===== src/rtl/mul8_err_monitor_pkg.sv =====
// Shared types for the multiplier error monitor: FSM states, operand/product widths, pipeline payload.
package mul8_eval_pkg;

  localparam int OP_W   = 8;
  localparam int PROD_W = 16;

  typedef enum logic [1:0] {
    IDLE,
    RUN,
    DRAIN,
    DONE
  } state_t;

  // data carries the approximate product in S1 and the absolute error in S2
  typedef struct packed {
    logic              valid;
    logic [OP_W-1:0]   a;
    logic [OP_W-1:0]   b;
    logic [PROD_W-1:0] data;
  } stage_t;

endpackage


===== src/rtl/mul8_err_monitor_if.sv =====
// Sample stream from the approximate multiplier into the monitor (valid/ready).
interface mul8_err_monitor_if;
  import mul8_eval_pkg::*;

  logic              in_valid;
  logic              in_ready;
  logic [OP_W-1:0]   in_a;
  logic [OP_W-1:0]   in_b;
  logic [PROD_W-1:0] in_o;

  modport master (output in_valid, in_a, in_b, in_o, input in_ready);
  modport slave  (input in_valid, in_a, in_b, in_o, output in_ready);

endinterface


===== src/rtl/mul8_err_monitor_abs_err.sv =====
// Combinational exact 8x8 product and |approx - exact|; result always fits 16 bits.
module mul8_abs_err
  import mul8_eval_pkg::*;
(
  input  logic [OP_W-1:0]   a,
  input  logic [OP_W-1:0]   b,
  input  logic [PROD_W-1:0] o,
  output logic [PROD_W-1:0] err
);

  logic [PROD_W-1:0]      exact;
  logic signed [PROD_W:0] diff;

  assign exact = PROD_W'(a) * PROD_W'(b);
  assign diff  = $signed({1'b0, o}) - $signed({1'b0, exact});
  assign err   = diff[PROD_W] ? PROD_W'(-diff) : PROD_W'(diff);

endmodule


===== src/rtl/mul8_err_monitor.sv =====
// Run-based error statistics (count, error count, saturating sum, worst case) for an approximate multiplier.
// Three-stage pipeline: capture, error compute, accumulate; FSM IDLE/RUN/DRAIN/DONE.
module mul8_err_monitor
  import mul8_eval_pkg::*;
#(
  parameter int CNT_W = 17,
  parameter int SUM_W = 32
) (
  input  logic                clk,
  input  logic                rst,
  input  logic                start,
  input  logic [CNT_W-1:0]    cfg_num_samples,
  mul8_err_monitor_if.slave   sif,
  output logic                busy,
  output logic                done,
  output logic [CNT_W-1:0]    stat_sample_cnt,
  output logic [CNT_W-1:0]    stat_err_cnt,
  output logic [SUM_W-1:0]    stat_sum_abs_err,
  output logic [PROD_W-1:0]   stat_max_err,
  output logic [OP_W-1:0]     stat_max_a,
  output logic [OP_W-1:0]     stat_max_b
);

  state_t            state, state_nxt;
  logic [CNT_W-1:0]  n_tgt;
  logic [CNT_W-1:0]  acc_cnt;
  logic              ready;
  logic              accept;
  logic              start_run;
  stage_t            s1, s2;
  logic [PROD_W-1:0] err;
  logic [SUM_W:0]    sum_ext;

  assign sif.in_ready = ready;

  always_comb begin
    state_nxt = state;
    ready     = 1'b0;
    accept    = 1'b0;
    start_run = 1'b0;
    busy      = 1'b0;
    done      = 1'b0;
    case (state)
      IDLE: begin
        if (start) begin
          start_run = 1'b1;
          state_nxt = (cfg_num_samples == '0) ? DRAIN : RUN;
        end
      end
      RUN: begin
        busy   = 1'b1;
        ready  = (acc_cnt < n_tgt);
        accept = ready & sif.in_valid;
        if (accept && ((acc_cnt + CNT_W'(1)) == n_tgt)) state_nxt = DRAIN;
      end
      DRAIN: begin
        busy = 1'b1;
        if (!s1.valid && !s2.valid) state_nxt = DONE;
      end
      DONE: begin
        done      = 1'b1;
        state_nxt = IDLE;
      end
      default: state_nxt = IDLE;
    endcase
  end

  mul8_abs_err u_abs_err (
    .a   (s1.a),
    .b   (s1.b),
    .o   (s1.data),
    .err (err)
  );

  assign sum_ext = {1'b0, stat_sum_abs_err} + (SUM_W+1)'(s2.data);

  always_ff @(posedge clk) begin
    if (rst) begin
      state            <= IDLE;
      n_tgt            <= '0;
      acc_cnt          <= '0;
      s1               <= '0;
      s2               <= '0;
      stat_sample_cnt  <= '0;
      stat_err_cnt     <= '0;
      stat_sum_abs_err <= '0;
      stat_max_err     <= '0;
      stat_max_a       <= '0;
      stat_max_b       <= '0;
    end else begin
      state <= state_nxt;

      if (start_run) begin
        n_tgt   <= cfg_num_samples;
        acc_cnt <= '0;
      end else if (accept) begin
        acc_cnt <= acc_cnt + CNT_W'(1);
      end

      s1 <= '{valid: accept, a: sif.in_a, b: sif.in_b, data: sif.in_o};
      s2 <= '{valid: s1.valid, a: s1.a, b: s1.b, data: err};

      // pipeline is empty in IDLE, so clearing and accumulating never collide
      if (start_run) begin
        stat_sample_cnt  <= '0;
        stat_err_cnt     <= '0;
        stat_sum_abs_err <= '0;
        stat_max_err     <= '0;
        stat_max_a       <= '0;
        stat_max_b       <= '0;
      end else if (s2.valid) begin
        stat_sample_cnt  <= stat_sample_cnt + CNT_W'(1);
        stat_err_cnt     <= stat_err_cnt + CNT_W'(s2.data != '0);
        stat_sum_abs_err <= sum_ext[SUM_W] ? '1 : sum_ext[SUM_W-1:0];
        if (s2.data > stat_max_err) begin
          stat_max_err <= s2.data;
          stat_max_a   <= s2.a;
          stat_max_b   <= s2.b;
        end
      end
    end
  end

endmodule

===== src/flat_wrapper.sv =====
// flat-port wrapper written by rule: the top's interface ports become plain ports
module mul8_err_monitor_flat import mul8_eval_pkg::*;
#(
  parameter int CNT_W = 17,
  parameter int SUM_W = 32
)
  (clk, rst, start, cfg_num_samples, busy, done, stat_sample_cnt, stat_err_cnt, stat_sum_abs_err, stat_max_err, stat_max_a, stat_max_b, sif_in_valid, sif_in_a, sif_in_b, sif_in_o, sif_in_ready);
  mul8_err_monitor_if sif_i ();
  input  logic clk;
  input  logic rst;
  input  logic start;
  input  logic [CNT_W-1:0] cfg_num_samples;
  output logic busy;
  output logic done;
  output logic [CNT_W-1:0] stat_sample_cnt;
  output logic [CNT_W-1:0] stat_err_cnt;
  output logic [SUM_W-1:0] stat_sum_abs_err;
  output logic [PROD_W-1:0] stat_max_err;
  output logic [OP_W-1:0] stat_max_a;
  output logic [OP_W-1:0] stat_max_b;
  input wire logic [$bits(sif_i.in_valid)-1:0] sif_in_valid;
  input wire logic [$bits(sif_i.in_a)-1:0] sif_in_a;
  input wire logic [$bits(sif_i.in_b)-1:0] sif_in_b;
  input wire logic [$bits(sif_i.in_o)-1:0] sif_in_o;
  output wire logic [$bits(sif_i.in_ready)-1:0] sif_in_ready;
  assign sif_i.in_valid = sif_in_valid;
  assign sif_i.in_a = sif_in_a;
  assign sif_i.in_b = sif_in_b;
  assign sif_i.in_o = sif_in_o;
  assign sif_in_ready = sif_i.in_ready;
  mul8_err_monitor #(.CNT_W(CNT_W), .SUM_W(SUM_W)) u_core (.clk(clk), .rst(rst), .start(start), .cfg_num_samples(cfg_num_samples), .sif(sif_i), .busy(busy), .done(done), .stat_sample_cnt(stat_sample_cnt), .stat_err_cnt(stat_err_cnt), .stat_sum_abs_err(stat_sum_abs_err), .stat_max_err(stat_max_err), .stat_max_a(stat_max_a), .stat_max_b(stat_max_b));
endmodule

===== config.mk =====
export PLATFORM = sky130hd
export DESIGN_NAME = mul8_err_monitor_flat
export DESIGN_NICKNAME = d
export VERILOG_FILES = /design/src/rtl/mul8_err_monitor_pkg.sv /design/src/rtl/mul8_err_monitor_if.sv /design/src/rtl/mul8_err_monitor_abs_err.sv /design/src/rtl/mul8_err_monitor.sv /design/src/flat_wrapper.sv
export SDC_FILE = /design/constraint.sdc
export NUM_CORES = 1
export LEC_CHECK = 0
export CAP_MARGIN = 10
export CORE_MARGIN = 5
export CORE_UTILIZATION = 61
export DETAILED_ROUTE_END_ITERATION = 6
export PLACE_DENSITY = 0.93
export SETUP_SLACK_MARGIN = 0.1
export SLEW_MARGIN = 25
export SYNTH_ARGS = -nofsm -noshare
export SYNTH_HDL_FRONTEND = slang
export SYNTH_SLANG_ARGS = --single-unit

===== constraint.sdc =====
create_clock -name clk -period 9.5 [get_ports clk]
set_input_delay 0.95 -clock clk [delete_from_list [all_inputs] [get_ports clk]]
set_output_delay 0.95 -clock clk [all_outputs]
set_load 0.03 [all_outputs]

==> results of run 1 <==
==> per-layer routing <==
metal  vias up  wire (um)
met3       105       2390
met4         0       1140
met2       467      15200
met5         -          0
li1       5207          -
met1      5193      12400
==> worst register-to-register path: stages (launching register included) <==
cell and delay [ns]:
dfxtp_1 0.51, nand2_1 0.14, fa_1 0.54, fa_1 0.52, fa_1 0.55, inv_1 0.05, fa_1 0.53, inv_1 0.05
ha_1 0.44, nand2_1 0.09, nor3_1 0.35, o2111ai_1 0.26, a311oi_1 0.34, mux2i_1 0.17, nor2_2 0.49, nor2_1 0.14
xnor2_1 0.16, nor2_1 0.06
==> sequential cells by signal, summed over array words and instances (netlist names) <==
signal and count:
u_core.stat_max_b 8, u_core.s2 33, u_core.acc_cnt 17, u_core.state 2, u_core.s1 33, u_core.stat_sum_abs_err 32
u_core.stat_sample_cnt 17, u_core.stat_max_err 16, u_core.stat_max_a 8, u_core.stat_err_cnt 17, u_core.n_tgt 17
==> through the flow <==
| stage | setup WS, ns | hold slack, ns |
|---|---|---|
| 6_report | 3.97 | 0.458 |
| 2_1_floorplan | 4.55 | 0.432 |
| 3_5_place_dp | 4.18 | 0.451 |
| 3_3_place_gp | 4.33 | 0.443 |
| 4_1_cts | 4.06 | 0.459 |
| 5_1_grt | 3.62 | 0.480 |
==> cells in the mapped netlist (12+ instances only) <==
cell type / instances
a31oi_1: 21
a211oi_1: 12
xor2_1: 67
dfxtp_1: 200
xnor2_1: 43
nor3_1: 17
nand3_1: 61
ha_1: 100
clkbuf_1: 51
and2_1: 43
inv_1: 140
nand4_1: 23
a21o_1: 20
nand2_1: 126
fa_1: 52
o21a_1: 12
nor2b_1: 60
and3_1: 20
o21ai_0: 72
a21oi_1: 94
nor2_1: 109
==> worst min-delay path by stage <==
stage / start / to / slack [ns] / cells after the start
after floorplan: u_core.s1[32] / u_core.s2[32] / 0.43 / 1
after global placement: u_core.s2[27] / u_core.stat_max_a[3] / 0.44 / 2
after detailed placement: u_core.s2[27] / u_core.stat_max_a[3] / 0.45 / 2
after CTS: u_core.s1[32] / u_core.s2[32] / 0.46 / 1
after global routing: u_core.s1[32] / u_core.s2[32] / 0.48 / 1
final: u_core.s2[24] / u_core.stat_max_a[0] / 0.46 / 2
==> final cells by class <==
class                   instances  area, um2  share of cell area (%)
repair buffers                159       1580                    10.7
flip-flops and latches        200       4010                    27.2
inverters                     140        526                    3.56
well taps                     270        338                    2.29
multi-input cells            1074       7740                    52.5
clock inverters                14        121                   0.823
clock buffers                  18        429                    2.91
==> logic make-up after synthesis <==
group                      count (synthesis)  synth area share [%]
AOI/OAI and AO/OA                        289                  14.0
and+or+nand+nor                          515                  20.9
xor gates and xnor gates                 110                  7.68
muxes                                      8                 0.649
adders and majority gates                152                  18.3
buffers and inverters                    213                  6.57
DFF                                      200                  31.9
==> power by group <==
part	switching [uW]	internal (uW)	leakage [uW]
logic	625	444	0.00398
clock network	348	342	0.000261
registers	79.9	900	0.00163
total	1050	1690	0.00588
==> key figures, run 1 <==
Routing
  • Residual DRC count: 0
  • Initial detailed-routing violation count: 739
  • WL per Instance: roughly 17 um
  • Antenna-violating nets left: 0
  • Drt total wl: between 30,000 and 40,000 um
  • Via density: 5.85
  • DR pass1 iterations: 5
  • DR vias: approximately 11,000

Min path
  • Hold Crit Class: flop to flop

STA
  • Slew headroom: 46.1%
  • Tcrit/Tclk final: between 50% and 60%
  • Setup tns final: 0 ns
  • Slew @ Worst Pin: around 0.81 ns
  • Final critical-path required period: between 5 and 6 ns
  • Slew Limit Fails: 0
  • Setup violations, final: 0
  • Final hold vios: 0
  • Final Skew: about 0.011 ns
  • Unrepaired setup endpoints after global routing: no
  • Max frequency: 181 MHz

Clocking
  • CTS root buf: clkbuf_16
  • H-tree depth: 4
  • # hold bufs at CTS: 0
  • TritonCTS clock tree: done
  • Clock Path Buffers: 2
  • Inserted Clock Buffers: 17
  • Clk_lat worst skew: 0.45 ns
  • Post-CTS Setup Bufs: 0
  • Clock sink count: 200
  • Reg clk slew, reported paths: about 0.070 ns
  • Post-CTS sizing: 0

Placement
  • Port-buffer cells: between 150 and 200
  • HPWL Detailed: about 23,000 um
  • Post-DP Area: around 14,000 um2
  • Placed cells: about 1,800
  • Gpl congestion: between 0.9 and 1

Global routing
  • Overflow after GRT: 0
  • Initial antenna violation count: 0
  • Vias in the first global route: around 11,000
  • Global-route wire length before repair: around 52,000 um
  • Met1 Use GR: 32.7%
  • Global Route Usage Sum: between 20% and 30%
  • Most Crowded Layer GR: met2
  • Largest net degree at the start of global routing: just under 100
  • M2 GR Usage: around 45%
  • Met3 usage: between 5 and 6%

Final layout
  • Layout cells sized above 1: 3.80%
  • Cell Count, Final, Fillers Out: 1,875
  • Most frequent cells in the layout: dfxtp_1, clkdlybuf4s50_1, inv_1
  • Filler cells: about 1,400
  • Finished Cell Area: approximately 15,000 um2
  • Area grow syn2layout: 17.6%
  • Fin nets: approximately 1,800
  • Final design utilization: 72.9%
  • Commonest non-fill, non-tap cell in the layout: dfxtp_1
  • N_diodes: 0

Yosys
  • Ys async rst share: 0%
  • Number of synthesized flops with an enable pin: 0
  • Avg Inst Size Synth: roughly 8.4 um2
  • Synth cell types: 69
  • Main synth FF type: dfxtp_1
  • Post-synth top area cell: dfxtp_1
  • Share of the synthesized area in the top cell type: approximately a third
  • Synth Net Count: between 1,500 and 2,000
  • Sequential share of the synthesized area: a little under a third
  • Syn. warnings: 0
  • Synth area leaders: dfxtp_1, ha_1, fa_1
  • Cells after Synth: about 1,500
  • FF+latch count, synth: 200
  • Mapped Area: between 10,000 and 15,000 um2

Setup path
  • CP cell instances: nand2_1 > fa_1 > fa_1 > fa_1 > inv_1 > fa_1 > inv_1 > ha_1 > nand2_1 > nor3_1 > o2111ai_1 > a311oi_1 > mux2i_1 > nor2_2 > nor2_1 > xnor2_1 > nor2_1
  • R2R Path Start: u_core.s1[25]
  • Required time of the critical path: between 9 and 10 ns
  • CP Depth: 17
  • R2R depth: 17
  • Worst path bufs/invs: 2
  • Worst Path Max Fanout: 16
  • R2R setup slack: 3.97 ns
  • Crit-path slowest cell: fa_1
  • Crit path DAT: a little under 6 ns
  • Setup crit end: u_core.s2[4]
  • Worst r2r dst: u_core.s2[4]
  • CP most frequent cell: fa_1
  • Family with the most delay on the worst path: adder cells
  • Setup CP Type: flop to flop
  • Type of element capturing the critical path: flop
  • Setup crit start: u_core.s1[25]
  • CP peak stage delay: 0.55 ns
  • CP Launch Type: flop

Floorplanning
  • Chip height: 153 um
  • Die extent in x: approximately 150 um
  • Initial core utilization: about three fifths
  • Die area: ~24,000 um2
  • Io pins: about 150
  • Core Area: just over 20,000 um2
  • Site Rows: 52

Power
  • Worst VDD drop: approximately 0.00015 V
  • Tot Pwr: approximately 2700 uW
  • Cell Pwr Density: 186 nW/um2
  • P_leak: approximately 0.0059 uW

Run
  • Max_cap viols: 0

Run status
  • Outcome: finished, final reports clean
Power figures use the tool's default switching activity.
==> inputs of run 2 (changes only) <==
--- a/config.mk
+++ b/config.mk
@@ -7,9 +7,9 @@
 export LEC_CHECK = 0
 export CAP_MARGIN = 10
 export CORE_MARGIN = 5
-export CORE_UTILIZATION = 61
+export CORE_UTILIZATION = 57
 export DETAILED_ROUTE_END_ITERATION = 6
-export PLACE_DENSITY = 0.93
+export PLACE_DENSITY = 0.88
 export SETUP_SLACK_MARGIN = 0.1
 export SLEW_MARGIN = 25
 export SYNTH_ARGS = -nofsm -noshare
==> constraint.sdc (replaced) <==
create_clock -name clk -period 5.5 [get_ports clk]
set_input_delay 0.55 -clock clk [delete_from_list [all_inputs] [get_ports clk]]
set_output_delay 0.55 -clock clk [all_outputs]
set_load 0.03 [all_outputs]
==> key figures, run 2 (same netlist as run 1, synthesis figures left out) <==
STA
  • Final hold vios: 0
  • Hold_ws: approximately 0.46 ns
  • Slew Limit Fails: 0
  • Final critical-path required period: about 5 ns
  • Tcrit/Tclk final: 93.5%
  • Setup violations, final: 0
  • Slew @ Worst Pin: about 1.1 ns
  • Max frequency: 194 MHz
  • Setup tns final: 0 ns
  • Unrepaired setup endpoints after global routing: no
  • Slew headroom: just under 30%
  • Final Skew: around 0.015 ns

Power
  • Internal power: 2960 uW
  • Worst VDD drop: ~0.00020 V
  • Sw Share: between 30% and 40%
  • Clock share of power: 25.6%
  • Cell Pwr Density: about 320 nW/um2
  • Flop pwr share: a little over a third
  • Switching pwr: between 1500 and 2000 uW
  • P_leak: 0.00590 uW
  • Combinational share of power: around two fifths

Floorplanning
  • Chip height: 158 um
  • Die extent in x: roughly 160 um
  • Core Area: 21,800 um2
  • Site Rows: 54
  • Io pins: around 150
  • Die area: 25,100 um2
  • Initial core utilization: 57.6%

Final layout
  • Registers with the most flip-flops: u_core.s1: 33 flops, u_core.s2: 33 flops, u_core.stat_sum_abs_err: 32 flops
  • Storage element area: 4020 um2
  • Most frequent cells in the layout: dfxtp_1, clkdlybuf4s50_1, inv_1
  • Layout cells sized above 1: 4.61%
  • Filler cells: 1,671
  • Area grow syn2layout: 18.1%
  • Area occupied by multi-input gates: approximately 7800 um2
  • Cell Count, Final, Fillers Out: between 1,500 and 2,000
  • Commonest non-fill, non-tap cell in the layout: dfxtp_1
  • N_diodes: 0
  • Fin nets: roughly 1,800

Routing
  • Drt total wl: 29,300 um
  • Via density: approximately 5.6
  • Antenna-violating nets left: 0
  • DR pass1 iterations: 5
  • Initial detailed-routing violation count: between 700 and 800
  • Residual DRC count: 0
  • WL per Instance: approximately 16 um
  • DR vias: 10,647

Setup path
  • R2R Path Start: u_core.s1[28]
  • Setup crit end: u_core.s2[12]
  • Worst r2r dst: u_core.s2[12]
  • Type of element capturing the critical path: flop
  • Setup crit start: u_core.s1[28]
  • Crit path DAT: between 5 and 6 ns
  • Worst Path Max Fanout: 16
  • Required time of the critical path: ~5.8 ns
  • R2R setup slack: ~0.36 ns
  • CP Launch Type: flop
  • Setup CP Type: flop to flop
  • R2R depth: 17

Global routing
  • Vias in the first global route: 10,157
  • Global Route Usage Sum: between 20% and 30%
  • Initial antenna violation count: 0
  • Overflow after GRT: 0
  • Largest net degree at the start of global routing: 97
  • Global-route wire length before repair: roughly 48,000 um

Clocking
  • Reg clk slew, reported paths: 0.07 ns
  • # hold bufs at CTS: 0
  • CTS root buf: clkbuf_16
  • Inserted Clock Buffers: 17
  • Clock sink count: 200
  • Clock Path Buffers: 2
  • Clk_lat worst skew: ~0.44 ns
  • H-tree depth: 4
  • TritonCTS clock tree: done

Placement
  • HPWL Detailed: 22,000 um
  • Port-buffer cells: approximately 150
  • Gpl congestion: just over 0.9
  • Placed cells: between 1,500 and 2,000

Run status
  • Outcome: finished, final reports clean

Min path
  • Hold Crit Class: flop to flop

Run
  • Max_cap viols: 0
==> run 2: changes by cell type in the layout (fill, tap and decap cells not counted), moves of 2 or more <==
cell | previous run | this run
clkinvlp_4 | 4 | 2
dfxtp_2 | 1 | 14
inv_6 | 1 | 5
clkbuf_1 | 1 | 3
dfxtp_1 | 199 | 186
inv_8 | 3 | 0
==> run 2: stage by stage <==
stage	setup slack, ns	utilization (%)	cell area (um2)	total power [uW]
finish	0.358	68.0	14800	4730
global route	0.104	68.0	14800	5030
CTS	0.151	67.7	14700	4700
detailed placement	0.150	65.2	14200	3490
global placement	0.334	65.1	14200	3420
floorplan	0.549	-	12500	3070
==> run 2: layout make-up <==
| cell class | instances | area share, % |
|---|---|---|
| clock buffers | 20 | 2.95 |
| inverters | 140 | 3.55 |
| multi-input cells | 1074 | 52.4 |
| repair buffers | 160 | 10.8 |
| well taps | 280 | 2.37 |
| clock inverters | 12 | 0.786 |
| flip-flops and latches | 200 | 27.2 |
==> run 2: per-layer routing <==
layer | GRT usage, % | routed length, um | vias to the layer above
li1 | - | - | 5218
met1 | 29.7 | 12400 | 4995
met2 | 39.9 | 14300 | 369
met3 | 3.81 | 1940 | 65
met4 | 7.80 | 735 | 0
met5 | 0 | 0 | -
==> run 2: power by group through the flow <==
stage	Clock, uW	Sequential (uW)	Combinational (uW)
3_3_place_gp	0	1720	1700
5_1_grt	1280	1710	2040
6_report	1210	1700	1830
3_5_place_dp	0	1720	1770
2_1_floorplan	0	1670	1400
4_1_cts	1220	1690	1790
==> run 2: timing repair <==
item / 4_1_cts / 5_1_grt
resized for setup: 1 / 16
setup endpoints to repair: 1 / 15
buffers inserted: 0 / 1
==> run 2: worst max-delay path, cell delays in order (launching register included) <==
cell,delay [ns]
dfxtp_2,0.43
nand2_1,0.12
fa_1,0.57
fa_1,0.45
fa_1,0.54
inv_1,0.05
fa_1,0.53
inv_1,0.04
ha_1,0.40
nand2_1,0.09
nor3_2,0.25
o2111ai_1,0.24
a311oi_2,0.29
mux2i_1,0.37
nor2_4,0.15
a21o_1,0.19
xor2_1,0.18
nor2_1,0.08
==> run 2: worst min-delay path by stage <==
stage / startpoint / endpoint / slack (ns) / depth (start not counted)
after global placement: u_core.s2[16] / u_core.stat_max_b[0] / 0.45 / 2
after detailed placement: u_core.s2[21] / u_core.stat_max_b[5] / 0.45 / 2
after CTS: u_core.s2[21] / u_core.stat_max_b[5] / 0.46 / 2
after floorplan: u_core.s1[32] / u_core.s2[32] / 0.43 / 1
after global routing: u_core.s1[32] / u_core.s2[32] / 0.48 / 1
final: u_core.s2[21] / u_core.stat_max_b[5] / 0.46 / 2
